<file path="src/rtl/wavetable_pkg.sv">
// Shared types and sizing for the wavetable voice scheduler.
// Optional build macro: WVS_SATURATE_EN (clamp frame mix to DATA_W range).
package wavetable_pkg;

  localparam int NUM_VOICES = 8;
  localparam int PHASE_W    = 32;
  localparam int LUT_BITS   = 10;
  localparam int DATA_W     = 24;
  localparam int NUM_WAVES  = 4;
  localparam int NUM_BANDS  = 22;

  localparam int VOICE_W = $clog2(NUM_VOICES);
  localparam int WAVE_W  = $clog2(NUM_WAVES);
  localparam int BAND_W  = $clog2(NUM_BANDS);
  localparam int MIX_W   = DATA_W + VOICE_W;

  typedef enum logic [WAVE_W-1:0] {
    SQUARE   = 2'd0,
    SAW      = 2'd1,
    TRIANGLE = 2'd2,
    SINE     = 2'd3
  } wave_e;

  typedef enum logic [1:0] {
    IDLE,
    ISSUE,
    DRAIN,
    DONE
  } sched_state_e;

  typedef struct packed {
    logic [PHASE_W-1:0] inc;
    logic [WAVE_W-1:0]  wave;
    logic [BAND_W-1:0]  band;
    logic               gate;
  } voice_cfg_t;

  function automatic logic [BAND_W-1:0] clamp_band(
    input logic [BAND_W-1:0] b
  );
    if (b > BAND_W'(NUM_BANDS - 1))
      return BAND_W'(NUM_BANDS - 1);
    return b;
  endfunction

endpackage

</file>
<file path="src/rtl/wavetable_voice_scheduler_bank.sv">
// Per-voice configuration registers and phase accumulators.
// Write port handles gate edges and band clamping; read port advances voice k.
module wavetable_voice_bank
  import wavetable_pkg::*;
(
  input  logic               clk_i,
  input  logic               rst_ni,
  input  logic               we_i,
  input  logic [VOICE_W-1:0] wr_voice_i,
  input  logic [PHASE_W-1:0] wr_inc_i,
  input  logic [WAVE_W-1:0]  wr_wave_i,
  input  logic [BAND_W-1:0]  wr_band_i,
  input  logic               wr_gate_i,
  input  logic [VOICE_W-1:0] rd_voice_i,
  input  logic               adv_i,
  output logic [WAVE_W-1:0]  rd_wave_o,
  output logic [BAND_W-1:0]  rd_band_o,
  output logic               rd_gate_o,
  output logic [PHASE_W-1:0] rd_acc_o
);

  voice_cfg_t         cfg_q [NUM_VOICES];
  logic [PHASE_W-1:0] acc_q [NUM_VOICES];

  always_ff @(posedge clk_i or negedge rst_ni) begin
    if (!rst_ni) begin
      for (int v = 0; v < NUM_VOICES; v++) begin
        cfg_q[v] <= '0;
        acc_q[v] <= '0;
      end
    end else begin
      for (int v = 0; v < NUM_VOICES; v++) begin
        if (we_i && wr_voice_i == VOICE_W'(v)) begin
          cfg_q[v].inc  <= wr_inc_i;
          cfg_q[v].wave <= wr_wave_i;
          cfg_q[v].band <= clamp_band(wr_band_i);
          cfg_q[v].gate <= wr_gate_i;
        end
        // advance uses the stored (old) cfg; a gate rise restarts the phase
        if (we_i && wr_voice_i == VOICE_W'(v)
            && wr_gate_i && !cfg_q[v].gate)
          acc_q[v] <= '0;
        else if (adv_i && rd_voice_i == VOICE_W'(v)
                 && cfg_q[v].gate)
          acc_q[v] <= acc_q[v] + cfg_q[v].inc;
      end
    end
  end

  assign rd_wave_o = cfg_q[rd_voice_i].wave;
  assign rd_band_o = cfg_q[rd_voice_i].band;
  assign rd_gate_o = cfg_q[rd_voice_i].gate;
  assign rd_acc_o  = acc_q[rd_voice_i];

endmodule

</file>
<file path="src/rtl/wavetable_voice_scheduler.sv">
// Frame scheduler: one ROM lookup per voice per tick, summed into one mix.
// Optional build macro: WVS_SATURATE_EN (clamp mix to DATA_W range).
module wavetable_voice_scheduler
  import wavetable_pkg::*;
(
  input  logic                    clk_i,
  input  logic                    rst_ni,
  input  logic                    sample_tick_i,
  input  logic                    cfg_we_i,
  input  logic [VOICE_W-1:0]      cfg_voice_i,
  input  logic [PHASE_W-1:0]      cfg_inc_i,
  input  logic [WAVE_W-1:0]       cfg_wave_i,
  input  logic [BAND_W-1:0]       cfg_band_i,
  input  logic                    cfg_gate_i,
  output logic [WAVE_W-1:0]       rom_wave_o,
  output logic [BAND_W-1:0]       rom_band_o,
  output logic [LUT_BITS-1:0]     rom_phase_o,
  input  logic [DATA_W-1:0]       rom_data_i,
  output logic signed [MIX_W-1:0] mix_o,
  output logic                    mix_valid_o,
  output logic                    busy_o,
  output logic                    overrun_o
);

  logic [1:0] rst_sync_q;
  logic       rst_n;

  always_ff @(posedge clk_i or negedge rst_ni) begin
    if (!rst_ni) rst_sync_q <= '0;
    else         rst_sync_q <= {rst_sync_q[0], 1'b1};
  end

  assign rst_n = rst_sync_q[1];

  sched_state_e       state_q, state_d;
  logic [VOICE_W-1:0] k_q;
  logic               start, issue;

  logic [WAVE_W-1:0]  rd_wave;
  logic [BAND_W-1:0]  rd_band;
  logic               rd_gate;
  logic [PHASE_W-1:0] rd_acc;

  wavetable_voice_bank u_bank (
    .clk_i      (clk_i),
    .rst_ni     (rst_n),
    .we_i       (cfg_we_i),
    .wr_voice_i (cfg_voice_i),
    .wr_inc_i   (cfg_inc_i),
    .wr_wave_i  (cfg_wave_i),
    .wr_band_i  (cfg_band_i),
    .wr_gate_i  (cfg_gate_i),
    .rd_voice_i (k_q),
    .adv_i      (issue),
    .rd_wave_o  (rd_wave),
    .rd_band_o  (rd_band),
    .rd_gate_o  (rd_gate),
    .rd_acc_o   (rd_acc)
  );

  always_ff @(posedge clk_i or negedge rst_n) begin
    if (!rst_n) state_q <= IDLE;
    else        state_q <= state_d;
  end

  always_comb begin
    state_d = state_q;
    unique case (state_q)
      IDLE:  if (sample_tick_i) state_d = ISSUE;
      ISSUE: if (k_q == VOICE_W'(NUM_VOICES - 1))
               state_d = DRAIN;
      DRAIN: state_d = DONE;
      DONE:  state_d = IDLE;
      default: state_d = IDLE;
    endcase
  end

  always_comb begin
    busy_o      = (state_q != IDLE);
    issue       = (state_q == ISSUE);
    mix_valid_o = (state_q == DONE);
    start       = (state_q == IDLE) && sample_tick_i;
  end

  always_ff @(posedge clk_i or negedge rst_n) begin
    if (!rst_n)     k_q <= '0;
    else if (start) k_q <= '0;
    else if (issue) k_q <= k_q + 1'b1;
  end

  logic [WAVE_W-1:0]   live_wave, wave_q;
  logic [BAND_W-1:0]   live_band, band_q;
  logic [LUT_BITS-1:0] live_phase, phase_q;

  assign live_wave  = rd_wave;
  assign live_band  = (rd_wave == SINE) ? '0 : rd_band;
  assign live_phase = rd_acc[PHASE_W-1 -: LUT_BITS];

  // ROM address is live during ISSUE and holds the last issue otherwise
  always_ff @(posedge clk_i or negedge rst_n) begin
    if (!rst_n) begin
      wave_q  <= '0;
      band_q  <= '0;
      phase_q <= '0;
    end else if (issue) begin
      wave_q  <= live_wave;
      band_q  <= live_band;
      phase_q <= live_phase;
    end
  end

  assign rom_wave_o  = issue ? live_wave  : wave_q;
  assign rom_band_o  = issue ? live_band  : band_q;
  assign rom_phase_o = issue ? live_phase : phase_q;

  logic                    tag_valid, tag_gate;
  logic signed [MIX_W-1:0] acc_mix, data_ext, add_val, sum_next;
  logic signed [MIX_W-1:0] mix_fin;

  always_ff @(posedge clk_i or negedge rst_n) begin
    if (!rst_n) begin
      tag_valid <= 1'b0;
      tag_gate  <= 1'b0;
    end else begin
      tag_valid <= issue;
      tag_gate  <= rd_gate;
    end
  end

  assign data_ext = {{VOICE_W{rom_data_i[DATA_W-1]}}, rom_data_i};
  assign add_val  = (tag_valid && tag_gate) ? data_ext : '0;
  assign sum_next = acc_mix + add_val;

  always_ff @(posedge clk_i or negedge rst_n) begin
    if (!rst_n)         acc_mix <= '0;
    else if (start)     acc_mix <= '0;
    else if (tag_valid) acc_mix <= sum_next;
  end

`ifdef WVS_SATURATE_EN
  localparam logic signed [MIX_W-1:0] SAT_HI =
    {{(VOICE_W+1){1'b0}}, {(DATA_W-1){1'b1}}};
  localparam logic signed [MIX_W-1:0] SAT_LO =
    {{(VOICE_W+1){1'b1}}, {(DATA_W-1){1'b0}}};

  always_comb begin
    mix_fin = sum_next;
    if (sum_next > SAT_HI)      mix_fin = SAT_HI;
    else if (sum_next < SAT_LO) mix_fin = SAT_LO;
  end
`else
  assign mix_fin = sum_next;
`endif

  // last voice lands during DRAIN, so the frame result is ready entering DONE
  always_ff @(posedge clk_i or negedge rst_n) begin
    if (!rst_n)                mix_o <= '0;
    else if (state_q == DRAIN) mix_o <= mix_fin;
  end

  always_ff @(posedge clk_i or negedge rst_n) begin
    if (!rst_n)                        overrun_o <= 1'b0;
    else if (sample_tick_i && busy_o)  overrun_o <= 1'b1;
  end

endmodule

</file>
<file path="config.mk">
export PLATFORM = sky130hd
export DESIGN_NAME = wavetable_voice_scheduler
export DESIGN_NICKNAME = d
export VERILOG_FILES = /design/src/rtl/wavetable_pkg.sv /design/src/rtl/wavetable_voice_scheduler_bank.sv /design/src/rtl/wavetable_voice_scheduler.sv
export SDC_FILE = /design/constraint.sdc
export NUM_CORES = 2
export LEC_CHECK = 0
export ABC_AREA = 1
export CAP_MARGIN = 20
export CORE_MARGIN = 5
export CORE_UTILIZATION = 35
export CTS_CLUSTER_SIZE = 28
export DETAILED_ROUTE_END_ITERATION = 12
export SETUP_SLACK_MARGIN = 0.2
export SLEW_MARGIN = 30
export SYNTH_ARGS = -nofsm -noshare
export SYNTH_HDL_FRONTEND = slang
export SYNTH_SLANG_ARGS = --single-unit
</file>
<file path="constraint.sdc">
create_clock -name clk_i -period 24.2 [get_ports clk_i]
set_input_delay 7.26 -clock clk_i [delete_from_list [all_inputs] [get_ports clk_i]]
set_output_delay 7.26 -clock clk_i [all_outputs]
set_load 0.05 [all_outputs]
</file>
==> results.tsv <==
stage	metric	value	unit
global_routing	vias in the first global route	41163	
floorplanning	core box area	130000	µm²
clock_tree	post-cts resize count	0	
logic_synthesis	cells after synthesis	7108	
global_routing	total congestion overflow	0	
layout	most frequent cells in the layout	nand2_1, inv_1, dfrtp_1	
global_routing	first-pass GRT wire length	238	mm
setup_path	max incr delay on CP	0.88	ns
layout	multi-input gate area in the final layout	24400	µm²
layout	filler instances	13912	
global_routing	largest net degree at the start of global routing	171	
clock_tree	maximum clock path buffer count	3	
route	Routed Antenna Nets	0	
placed_design	I/O Buffers	117	
clock_tree	Worst-path clk slew	0.06	ns
timing	Setup Total Neg Slack	0	ns
timing	setup violators final	0	
route	final wirelength	154	mm
setup_path	WP data arrival	4.10	ns
timing	share of the clock period used by the worst path	0.469	
route	DR pass1 iterations	5	
timing	RSZ-0062 raised after global routing	no	
clock_tree	Root Buffer	clkbuf_16	
timing	Fin Clk Skew	0.0413	ns
timing	final hold violations	0	
setup_path	required time of the critical path	16.94	ns
setup_path	CP max FO	76	
placed_design	Post-DP HPWL	114	mm
layout	Nets	7582	
logic_synthesis	Seq/Total Area, Yosys	0.360	
clock_tree	clk sinks	657	
route	DR vias	43971	
timing	worst slew pin tran	0.936	ns
logic_synthesis	Netlist cell types	42	
logic_synthesis	Yosys Warn Count	0	
route	# DRC	0	
floorplanning	Site Rows	132	
route	vias per cell	4.86	
layout	sequential cell area	16400	µm²
placed_design	RePlAce Congestion	0.948	
setup_path	Critical Path Slowest Stage Cell	clkdlybuf4s50_1	
layout	layout cells sized above 1	0.0342	
power_and_ir_drop	Cell Pwr Density	121	nW/µm²
logic_synthesis	synthesized flop and latch total	657	
floorplanning	I/O pin total	118	
setup_path	CP dominant cell by count	nand2_1	
clock_tree	htree depth	3	
timing	fin. max-slew vios	0	
route	wire per inst	17.0	µm
worst_hold_path	min-delay worst type	flip-flop to flip-flop	
logic_synthesis	syn nets	7473	
logic_synthesis	Avg Inst Size Synth	6.43	µm²
setup_path	crit path capture type	output pin	
power_and_ir_drop	VDD IR-drop max	0.131	mV
run_status	status	finished clean	
setup_path	CP Launch Type	flip-flop	
timing	minimum clock period	11.36	ns
global_routing	initial antenna violation count	22	
clock_tree	CTS tree	built	
global_routing	global-route usage over all layers	0.221	
layout	leading cell type in the layout, fill and taps excluded	nand2_1	
layout	area grow syn2layout	13.6	%
route	DR iter-0 viols	3734	
power_and_ir_drop	Leakage	29.6	nW
layout	post-layout util	0.401	
floorplanning	Die Footprint	138000	µm²
timing	f_max	88.1	MHz
clock_tree	Num CTS Buffers	83	
logic_synthesis	Synth Cell Area	45700	µm²
clock_tree	setup bufs post-CTS	0	
floorplanning	Die Y	371	µm
clock_tree	Hold Buf Count CTS	0	
run	number of max-cap violations	0	
clock_tree	Skew-Pair Late Insertion Delay	0.70	ns
floorplanning	Die W	371	µm
setup_path	crit-path cells	buf_4 > inv_2 > buf_4 > o21ai_0 > o22ai_1 > nand2_1 > nand2_1 > nand2_1 > nand2_1 > nand2_1 > clkdlybuf4s50_1	
setup_path	WS Path Type	flip-flop to output pin	
timing	Slew headroom	0.374	
floorplanning	Initial Util	0.353	
## where the power goes
part           leakage [nW]  switching (mW)  internal [mW]
registers              8.28           0.301           1.45
logic                  19.9            2.16           1.04
clock network          1.43           0.541          0.810
## cells by family (layout without fill, tap and decap cells)
logic type | after synthesis | in the layout | synth area share
compound gates | 935 | 935 | 0.108
xor+xnor | 33 | 33 | 0.00632
flops | 657 | 657 | 0.360
other cells | 1 | 14 | 0.0000820
simple gates | 3890 | 3890 | 0.337
fa+ha+maj | 294 | 294 | 0.0819
buf+inv | 1298 | 1475 | 0.107
## routing by layer
metal | vias up | GRT usage | wire length, µm
met4 | 0 | 0.0553 | 4460
met3 | 191 | 0.0272 | 9050
met5 | - | 0 | 0
li1 | 22345 | - | -
met2 | 1153 | 0.354 | 67500
met1 | 20282 | 0.317 | 73000
## cells in the mapped netlist
cell | number | area share
clkbuf_2 | 1 | 0.00011
o22ai_1 | 35 | 0.0048
a21o_1 | 10 | 0.0016
inv_1 | 1132 | 0.093
xnor2_1 | 14 | 0.0027
o21ai_1 | 8 | 0.00088
buf_6 | 1 | 0.00025
o22a_1 | 1 | 0.00019
a31oi_1 | 4 | 0.00055
conb_1 | 1 | 0.000082
a22o_1 | 12 | 0.0023
nor3_1 | 38 | 0.0042
nor2_2 | 1 | 0.00014
ha_1 | 285 | 0.078
nand4_1 | 33 | 0.0045
o21ai_2 | 1 | 0.00019
or2_2 | 16 | 0.0022
clkbuf_1 | 113 | 0.0093
fa_1 | 9 | 0.0039
and2_1 | 1 | 0.00014
o21bai_1 | 29 | 0.0048
nand3_2 | 2 | 0.00044
buf_2 | 23 | 0.0025
a22oi_1 | 5 | 0.00082
inv_2 | 7 | 0.00057
nand2_1 | 2909 | 0.24
o21ai_0 | 516 | 0.056
buf_1 | 6 | 0.00049
a32o_1 | 8 | 0.0018
nor3_4 | 1 | 0.00036
nor2_4 | 1 | 0.00025
a221oi_1 | 1 | 0.00019
nand3b_1 | 19 | 0.0031
a21oi_1 | 304 | 0.033
xor2_1 | 19 | 0.0036
buf_4 | 1 | 0.00016
nor3_2 | 2 | 0.00044
dfrtp_1 | 657 | 0.36
a211oi_1 | 1 | 0.00016
nor2_1 | 473 | 0.039
nand3_1 | 394 | 0.043
clkinv_1 | 14 | 0.0011
## final timing paths
check	slack, ns	from	to	cells after the start
max	12.84	k_q[0]$_DFFE_PN0P_	rom_band_o[1]	11
max in group asynchronous	17.32	rst_ni	rst_sync_q[1]$_DFF_PN0_	1
max reg2reg	20.20	k_q[1]$_DFFE_PN0P_	u_bank.acc_q[248]$_DFFE_PN0P_	7
min reg2reg	0.35	rst_sync_q[0]$_DFF_PN0_	rst_sync_q[1]$_DFF_PN0_	0
min in group asynchronous	0.41	rst_sync_q[1]$_DFF_PN0_	u_bank.cfg_q[137]$_DFFE_PN0P_	0
min	0.35	rst_sync_q[0]$_DFF_PN0_	rst_sync_q[1]$_DFF_PN0_	0
## worst max-delay path, delay by kind of cell (launching register included)
kind	cells	cell delay, ns
buf+inv	4	1.82
simple gates	5	0.82
compound gates	2	0.36
flops	1	0.33
## sequential cells by signal (all words and copies together), names as in the netlist
signal	count
rst_sync_q	2
state_q	2
acc_mix	27
tag_valid	1
tag_gate	1
phase_q	10
k_q	3
overrun_o	1
wave_q	2
band_q	5
u_bank.cfg_q	320
mix_o	27
u_bank.acc_q	256
## final cells by class
cell class | count | area share
tap | 1742 | 0.0420
antenna | 13 | 0.000626
clock inverter | 51 | 0.0134
timing repair buffer | 169 | 0.0313
inverter | 1153 | 0.0835
clock buffer | 102 | 0.0435
sequential | 657 | 0.317
multi-input combinational | 5153 | 0.469
## through the flow
step	hold slack (ns)	instance area (µm²)	setup slack, ns	total power [mW]	cells
after floorplan	0.331	45700	4.53	4.00	7108
after global placement	0.339	48900	13.21	4.88	8872
after detailed placement	0.337	48900	13.61	4.93	8872
after CTS	0.359	51800	12.86	6.31	9025
after global routing	0.361	51900	12.66	6.84	9027
final	0.352	51900	12.84	6.30	9040
Power figures use the tool's default switching activity.
